[src/rtl/instr_fetch_unit.sv]
// instr_fetch_unit: RV32I fetch front end with one outstanding imem request,
// a DEPTH-entry instruction FIFO and redirect-driven flush.
`default_nettype none

module instr_fetch_unit #(
    parameter logic [31:0] RESET_PC = 32'h0000_0000,
    parameter int unsigned DEPTH    = 2
) (
    input  logic        clk,
    input  logic        reset,
    output logic        imem_req,
    output logic [31:0] imem_addr,
    input  logic        imem_gnt,
    input  logic        imem_rvalid,
    input  logic [31:0] imem_rdata,
    input  logic        redirect,
    input  logic [31:0] redirect_pc,
    output logic        instr_valid,
    input  logic        instr_ready,
    output logic [31:0] instr,
    output logic [31:0] instr_pc
);

    localparam int unsigned PW = $clog2(DEPTH);
    localparam int unsigned CW = PW + 1;
    localparam logic [CW-1:0] DEPTH_C = CW'(DEPTH);

    typedef enum logic [1:0] {
        S_REQ  = 2'd0,
        S_WAIT = 2'd1,
        S_DROP = 2'd2
    } state_t;

    state_t        state_q, state_d;
    logic [31:0]   fetch_pc_q, fetch_pc_d;
    logic [31:0]   req_pc_q, req_pc_d;
    logic [CW-1:0] count_q, count_d;
    logic [PW-1:0] rd_ptr_q, rd_ptr_d;
    logic [PW-1:0] wr_ptr_q, wr_ptr_d;
    logic          live_q;
    logic [31:0]   mem_instr_q [DEPTH];
    logic [31:0]   mem_pc_q    [DEPTH];

    logic w_req;
    logic w_take;
    logic w_push;
    logic w_pop;
    logic w_unused_pc_lo;

    assign w_unused_pc_lo = &redirect_pc[1:0];

    // live_q keeps imem_req low for the cycle in which reset is still held
    assign w_req    = live_q && (state_q == S_REQ) && (count_q < DEPTH_C);
    assign w_take   = w_req && imem_gnt;
    assign w_push   = (state_q == S_WAIT) && imem_rvalid && !redirect;
    assign w_pop    = instr_valid && instr_ready && !redirect;

    assign imem_req    = w_req;
    assign imem_addr   = fetch_pc_q;
    assign instr_valid = (count_q != '0);
    assign instr       = instr_valid ? mem_instr_q[rd_ptr_q] : 32'h0;
    assign instr_pc    = instr_valid ? mem_pc_q[rd_ptr_q]    : 32'h0;

    always_comb begin
        state_d    = state_q;
        fetch_pc_d = fetch_pc_q;
        req_pc_d   = req_pc_q;
        count_d    = count_q + CW'(w_push) - CW'(w_pop);
        rd_ptr_d   = w_pop  ? rd_ptr_q + PW'(1) : rd_ptr_q;
        wr_ptr_d   = w_push ? wr_ptr_q + PW'(1) : wr_ptr_q;

        if (w_take) begin
            req_pc_d   = fetch_pc_q;
            fetch_pc_d = fetch_pc_q + 32'd4;
        end

        case (state_q)
            S_REQ:   state_d = w_take ? (redirect ? S_DROP : S_WAIT) : S_REQ;
            S_WAIT:  state_d = imem_rvalid ? S_REQ : (redirect ? S_DROP : S_WAIT);
            S_DROP:  state_d = imem_rvalid ? S_REQ : S_DROP;
            default: state_d = S_REQ;
        endcase

        if (redirect) begin
            fetch_pc_d = {redirect_pc[31:2], 2'b00};
            count_d    = '0;
            rd_ptr_d   = '0;
            wr_ptr_d   = '0;
        end
    end

    always_ff @(posedge clk) begin
        if (!reset) begin
            state_q    <= S_REQ;
            fetch_pc_q <= RESET_PC;
            req_pc_q   <= RESET_PC;
            count_q    <= '0;
            rd_ptr_q   <= '0;
            wr_ptr_q   <= '0;
            live_q     <= 1'b0;
            for (int i = 0; i < int'(DEPTH); i++) begin
                mem_instr_q[i] <= 32'h0;
                mem_pc_q[i]    <= 32'h0;
            end
        end else begin
            state_q    <= state_d;
            fetch_pc_q <= fetch_pc_d;
            req_pc_q   <= req_pc_d;
            count_q    <= count_d;
            rd_ptr_q   <= rd_ptr_d;
            wr_ptr_q   <= wr_ptr_d;
            live_q     <= 1'b1;
            if (w_push) begin
                mem_instr_q[wr_ptr_q] <= imem_rdata;
                mem_pc_q[wr_ptr_q]    <= req_pc_q;
            end
        end
    end

endmodule

`default_nettype wire

[config.mk]
export PLATFORM = sky130hd
export DESIGN_NAME = instr_fetch_unit
export DESIGN_NICKNAME = d
export VERILOG_FILES = /design/src/rtl/instr_fetch_unit.sv
export SDC_FILE = /design/constraint.sdc
export NUM_CORES = 1
export LEC_CHECK = 0
export ABC_AREA = 0
export CAP_MARGIN = 20
export CORE_MARGIN = 2
export CORE_UTILIZATION = 42
export CTS_CLUSTER_SIZE = 30
export DETAILED_ROUTE_END_ITERATION = 10
export PLACE_DENSITY_LB_ADDON = 0.15
export SKIP_CTS_REPAIR_TIMING = 1
export SYNTH_ARGS = -nofsm -noshare
export SYNTH_HDL_FRONTEND = slang
export SYNTH_SLANG_ARGS = --single-unit
[constraint.sdc]
create_clock -name clk -period 16.8 [get_ports clk]
set_input_delay 3.36 -clock clk [delete_from_list [all_inputs] [get_ports clk]]
set_output_delay 3.36 -clock clk [all_outputs]
set_load 0.02 [all_outputs]
Word level (Yosys, flattened, before mapping)
Memories as Yosys holds them, arrays and structs flattened. A register that Yosys moved wholly into a read port is not among the register bits.
Cells that the tools add are included.
- bitwise logic cells: 1
- $add $sub $neg: 5
- muxes and demuxes: 24
- eq/ne operators: 2
- reduce and logical (&&, ||, !) cells: 14
- order comparisons: 1
- operators by type and width (kind ; count):
    $mux 32 ; 6
    $reduce_or 32->1 ; 2
    $add 32x3->32 const B ; 1
    $mux 1 ; 13
    $mux 2 ; 4
    $logic_and 1x1->1 ; 7
    $pmux 2 s3 ; 1
    $reduce_bool 2->1 ; 2
    $add 1x1->1 const B ; 2
    $add 2x1->2 ; 1
    $eq 2x1->1 const B ; 1
    $eq 2x2->1 const B ; 1
    $logic_not 2->1 ; 1
    $lt 2x2->1 const B ; 1
    $reduce_or 2->1 ; 1
    $sub 2x1->2 ; 1
    $logic_not 1->1 ; 1
    $not 1->1 ; 1
- memories: 2
- memory bits (writable): 128
- register bits: 71
- memories (name ; words ; bits a word ; rd ports ; clocked after Yosys merged registers in ; write ports ; line ; source):
    mem_instr_q ; 2 ; 32 ; 1 ; 1 ; 2 ; 41 ; logic [31:0] mem_instr_q [DEPTH];
    mem_pc_q ; 2 ; 32 ; 1 ; 1 ; 2 ; 42 ; logic [31:0] mem_pc_q [DEPTH];

Longest topological paths before layout
Gate-level depths: netlist of the first run.
- word-level depth: 8
- mapped depth: 10

Least setup slack after synthesis of the first run
No wires, ideal clock.
- path kind: input to register
- start: in redirect
- end: mem mem_instr_q[0][0], enable pin
- required time: 16.233 ns
- library setup time: 0.567 ns
- path slack: 8.152 ns
- stages on the path: 4
- path buffers: 0
- arrival time: 8.081 ns
- path through: inv_1 > and4_1 > inv_1 > o21ai_0
- RTL lines (what ; line ; source):
    from (decl) ; 16 ; input logic redirect,
    to (decl) ; 41 ;

==> impl_metrics.toml, run 1 <==
[logic_synthesis]
synth-xor-area-share_pct = 1.005
synth_top_family_by_area = "simple AND/OR/NAND/NOR gates"
synth.ff_latch_count = 192
async_reset_ff_share_pct = 0
yosysMostFrequentCell = "and2_1"
synth_top_area_share_pct = 42.73
synth_edf_count = 124
yosys.area.top_type = "edfxtp_1"
ys.flop_type = "edfxtp_1"
netlist_area_um2 = 8715
synth_cell_types = 48
synthAdderAreaFrac_pct = 0.4307
yosysWarnings = 0
synth_compound_area_share_pct = 6.820
seq_area_frac_synth_pct = 58.35
avgSynthCellArea_um2 = 10.73
synth_area_leaders = "edfxtp_1 (43%), dfxtp_1 (16%), and2_1 (9.1%)"
synthMuxAreaShare_pct = 7.121
synth_commonest_cells = "and2_1 (127), edfxtp_1 (124), nor2_1 (79), nand2_1 (74), dfxtp_1 (68)"
synthCells = 812
synthSimpleGateAreaFrac_pct = 22.91

[timing]
setup_tns_ps = 0
timing.final.ws_setup_ps = 10780
worst_pin_slew_ps = 1026
period_share_pct = 35.86
rsz0062_at_grt = "false"
slew-limit-headroom_pct = 31.23
finalMaxSlewViolations = 0
hold_violations = 0
period_needed_ps = 6025
max_freq_mhz = 166.0
hold_ws_ps = 459.0
setup_viol = 0
final.setup_skew_ps = 10.41

[grt]
grt_use_met1_pct = 24.98
grt_busiest_layer = "met2"
grt_pass1_wl_mm = 32.49
grt_use_total_pct = 18.94
use_met2_pct = 31.48
grt_max_degree = 64
grt-ovfl-total = 0
grt_pass1_vias = 6102
antenna_found_initial = 0
grt.met3_usage_pct = 4.660

[final_layout]
finish.utilization_pct = 55.18
layout.nets = 1022
finalInstanceArea_um2 = 11200
regArea_um2 = 5089
drive_above_1_share_pct = 5.717
insertedDiodeCount = 0
area_growth_pct = 28.54
n_fill_cell = 1802
multi_input_area_um2 = 3387

[floorplan]
die_h_um = 148.0
initial_core_util_pct = 42.93
num_rows = 52
io_pins = 168
die_w_um = 148.0
coreArea_um2 = 20300
die-area_um2 = 21920

[critical_path]
critical_path_class = "flip-flop to output port"
worstPathArrival_ps = 2670
required_ps = 13440
crit_fanout = 44
setup.worst_path.end_class = "output port"
crit_path_start_kind = "flip-flop"

[clocking]
clk_pin_slew_ps = 60
cts_buffer_depth = 2
cts_tree = "built"
htree_levels = 4
cts_buffers = 17
clk_latency_ps = 420
root_buffer = "clkbuf_16"
cts.sinks = 192

[detailed_routing]
drc_errors = 0
routedWlPerCell_um = 16.65
drt-initial-drc-count = 326
num_vias = 6328
vias_per_cell = 5.136
first_pass_iters = 5
wirelength_mm = 20.51
ant_nets = 0

[placement]
dpl.hpwl_mm = 12.74
dpl_cell_area_um2 = 10550
port_buffers = 161
dpl_worst_slack_ps = 10630
gp_congestion = 0.8180

[min_path]
hp-class = "flip-flop to flip-flop"

[power]
p_per_area_nw_per_um2 = 92.76
p_leak_nw = 3.788
peakVddDrop_mv = 0.07134

[run_status]
status = "finished clean"

[flow_run]
max_cap_violations = 0
==> logic make-up after synthesis <==
kind of cell             after synthesis
multiplexers                          62
AND/OR/NAND/NOR                      376
adder cells (fa/ha/maj)                3
other                                  1
AO/OA/AOI/OAI                         99
flip-flops                           192
buffers and inverters                 69
XOR/XNOR                              10
==> registers in the layout (all words and copies together), names as in the netlist, named ones only <==
signal / cells
state_q: 2
req_pc_q: 30
mem_pc_q: 60
count_q: 2
mem_instr_q: 64
wr_ptr_q: 1
live_q: 1
imem_addr: 30
rd_ptr_q: 1
==> through the flow <==
| stage | power [mW] | std cells |
|---|---|---|
| finish | 1.039 | 1232 |
| global route | 1.073 | 1232 |
| CTS | 1.046 | 1231 |
| detailed placement | 0.6220 | 1199 |
| global placement | 0.6212 | 1199 |
| floorplan | 0.5803 | 815 |
==> where the power goes <==
part / total, mW / leakage (nW) / internal, mW / switching (mW)
clock network: 0.427 / 0.306 / 0.254 / 0.174
logic: 0.0775 / 1.65 / 0.0353 / 0.0422
registers: 0.534 / 1.84 / 0.519 / 0.0146
==> final cells by class <==
class / count / share of cell area (%)
well taps: 270 / 3.016
flip-flops and latches: 192 / 45.43
clock buffers: 21 / 4.311
clock inverters: 11 / 1.340
inverters: 11 / 0.3686
multi-input cells: 554 / 30.24
repair buffers: 173 / 15.30
==> critical path: stages (launching register included) <==
cell             delay [ps]
dfxtp_4                 570
buf_4                   710
mux2i_1                 190
nor2_1                  130
clkdlybuf4s50_1         620
==> layout by cell type, fill, tap and decap left out, types with 6 or more instances in the layout <==
cell	count
clkdlybuf4s50_1	161
and2_1	127
edfxtp_1	124
nor2_1	77
nand2_1	73
dfxtp_1	67
mux2i_1	62
a21oi_1	38
o21ai_0	28
clkbuf_16	19
nand3_1	15
nor4_1	12
nor3_1	12
nand4_1	11
buf_4	11
inv_1	10
and4_1	8
a311oi_1	8
or3_1	7
and3_1	6
xor2_1	6
==> metal layers <==
layer,routed length [um],up-vias
met2,9756,202
met1,9371,2982
met3,1238,9
met5,0,-
li1,-,3135
met4,148,0
==> worst paths after layout <==
check | from | endpoint | slack, ps | cells past startpoint
max | flip-flop | instr_pc[12] | 10780 | 4
min | req_pc_q[27] | req_pc_q[27] | 460 | 2
max reg2reg | state_q[1] | mem_pc_q[0][15] | 14340 | 6
min reg2reg | req_pc_q[27] | req_pc_q[27] | 460 | 2
(Power assumes the default switching activity.)
==> run 2: changes to the inputs <==
==> constraint.sdc (replaced) <==
create_clock -name clk -period 5.7 [get_ports clk]
set_input_delay 1.14 -clock clk [delete_from_list [all_inputs] [get_ports clk]]
set_output_delay 1.14 -clock clk [all_outputs]
set_load 0.02 [all_outputs]
==> impl_metrics.toml, run 2 (synthesis results as in run 1) <==
[grt]
grt_max_degree = 63
grt_pass1_wl_mm = 32.00
grt_pass1_vias = 5944
antenna_found_initial = 0
grt-ovfl-total = 0
grt_use_total_pct = 18.84

[clocking]
htree_levels = 4
root_buffer = "clkbuf_16"
cts_tree = "built"
clk_latency_ps = 430
cts_buffer_depth = 2
clk_pin_slew_ps = 70
cts.sinks = 192
cts_buffers = 17

[critical_path]
required_ps = 4560
worstPathArrival_ps = 2690
crit_fanout = 38
critical_path_class = "flip-flop to output port"
crit_chain = "buf_4, mux2i_1, nor2_1, clkdlybuf4s50_1"
setup.worst_path.end_class = "output port"
slowest_stage = "dfxtp_4"
crit_path_start_kind = "flip-flop"
critPathTopFamily = "buffers and inverters"
critPathMaxStageDelay_ps = 830
crit_buf_inv = 2

[floorplan]
io_pins = 168
coreArea_um2 = 20300
initial_core_util_pct = 42.93
num_rows = 52
die_w_um = 148.0
die_h_um = 148.0
die-area_um2 = 21920

[detailed_routing]
first_pass_iters = 5
routedWlPerCell_um = 16.53
drc_errors = 0
vias_per_cell = 5.201
num_vias = 6408
wirelength_mm = 20.37
ant_nets = 0
drt-initial-drc-count = 342

[final_layout]
layout_commonest_cell = "clkdlybuf4s50_1"
insertedDiodeCount = 0
drive_above_1_share_pct = 5.717
finish.utilization_pct = 54.88
regMostFlops = "mem_instr_q"
n_fill_cell = 1810
regArea_um2 = 5089
largestRegisters = "mem_instr_q (64), mem_pc_q (60)"
layout.nets = 1022
finalInstanceArea_um2 = 11140
area_growth_pct = 27.84
multi_input_area_um2 = 3387
layout_common_cells = "clkdlybuf4s50_1 (161), and2_1 (127), edfxtp_1 (124)"
largest_reg_flops = 64

[placement]
gp_congestion = 0.8389
port_buffers = 161
dpl.hpwl_mm = 12.89
dpl_cell_area_um2 = 10560

[timing]
finalMaxSlewViolations = 0
worst_pin_slew_ps = 1010
max_freq_mhz = 261.3
period_share_pct = 67.14
rsz0062_at_grt = "false"
final.setup_skew_ps = 12.42
hold_violations = 0
setup_viol = 0
slew-limit-headroom_pct = 32.50
hold_ws_ps = 457.4
period_needed_ps = 3827
setup_tns_ps = 0

[power]
p_per_area_nw_per_um2 = 263.6
p_leak_nw = 3.757
intPower_mw = 2.247
power.clock.fraction_pct = 38.6
switchingPower_mw = 0.6903
peakVddDrop_mv = 0.1825
combPwrFrac_pct = 7.8
p_total_mw = 2.937
switching_share_pct = 23.50
sequentialPowerShare_pct = 53.6

[min_path]
hp-class = "flip-flop to flip-flop"

[run_status]
status = "finished clean"

[flow_run]
max_cap_violations = 0
[run 2: cell types whose count changed in the layout (fill, tap and decap cells not counted), sizes merged]
| cell | delta |
|---|---|
| inv | +3 |
| bufinv | -2 |
| clkinv | +1 |
| clkbuf | -2 |
[run 2: final timing paths]
kind / start / to / slack, ps / depth (start not counted)
setup / recovery: flip-flop / instr_pc[29] / 1870 / 4
hold / removal: req_pc_q[27] / req_pc_q[27] / 460 / 2
setup reg to reg: count_q[1] / imem_addr[30] / 2940 / 6
hold reg to reg: req_pc_q[27] / req_pc_q[27] / 460 / 2
[run 2: cell type report]
class	count	share of cell area, %
Inverter	11	0.3706
Clock buffer	19	3.886
Multi-Input combinational cell	554	30.40
Tap cell	270	3.032
Timing Repair Buffer	173	15.50
Clock inverter	13	1.134
Sequential cell	192	45.68
[run 2: through the flow]
step,instances,setup slack [ps]
detailed placement,1199,1904
finish,1232,1873
CTS,1231,1790
floorplan,815,948.9
global placement,1199,1915
global route,1232,1667
[run 2: routing by layer]
layer	vias to the layer above	track usage, %	wire length (um)
met3	24	3.735	1286
met5	-	0	0
li1	3146	-	-
met2	201	30.60	9447
met1	3037	25.42	9308
met4	0	6.238	328
[run 2: worst reg2reg max path: stages (launching register included)]
cell and delay (ps):
dfxtp_1 360, or4b_4 650, clkinv_1 250, nand2_1 620, buf_4 440, nor3_1 200
a311o_1 190
[run 2: power by group through the flow]
stage / logic, mW / clock network [mW] / registers, mW
after global routing: 0.249 / 1.21 / 1.58
after global placement: 0.230 / 0 / 1.60
after detailed placement: 0.230 / 0 / 1.60
final: 0.229 / 1.14 / 1.57
after CTS: 0.231 / 1.16 / 1.57
after floorplan: 0.0975 / 0 / 1.61
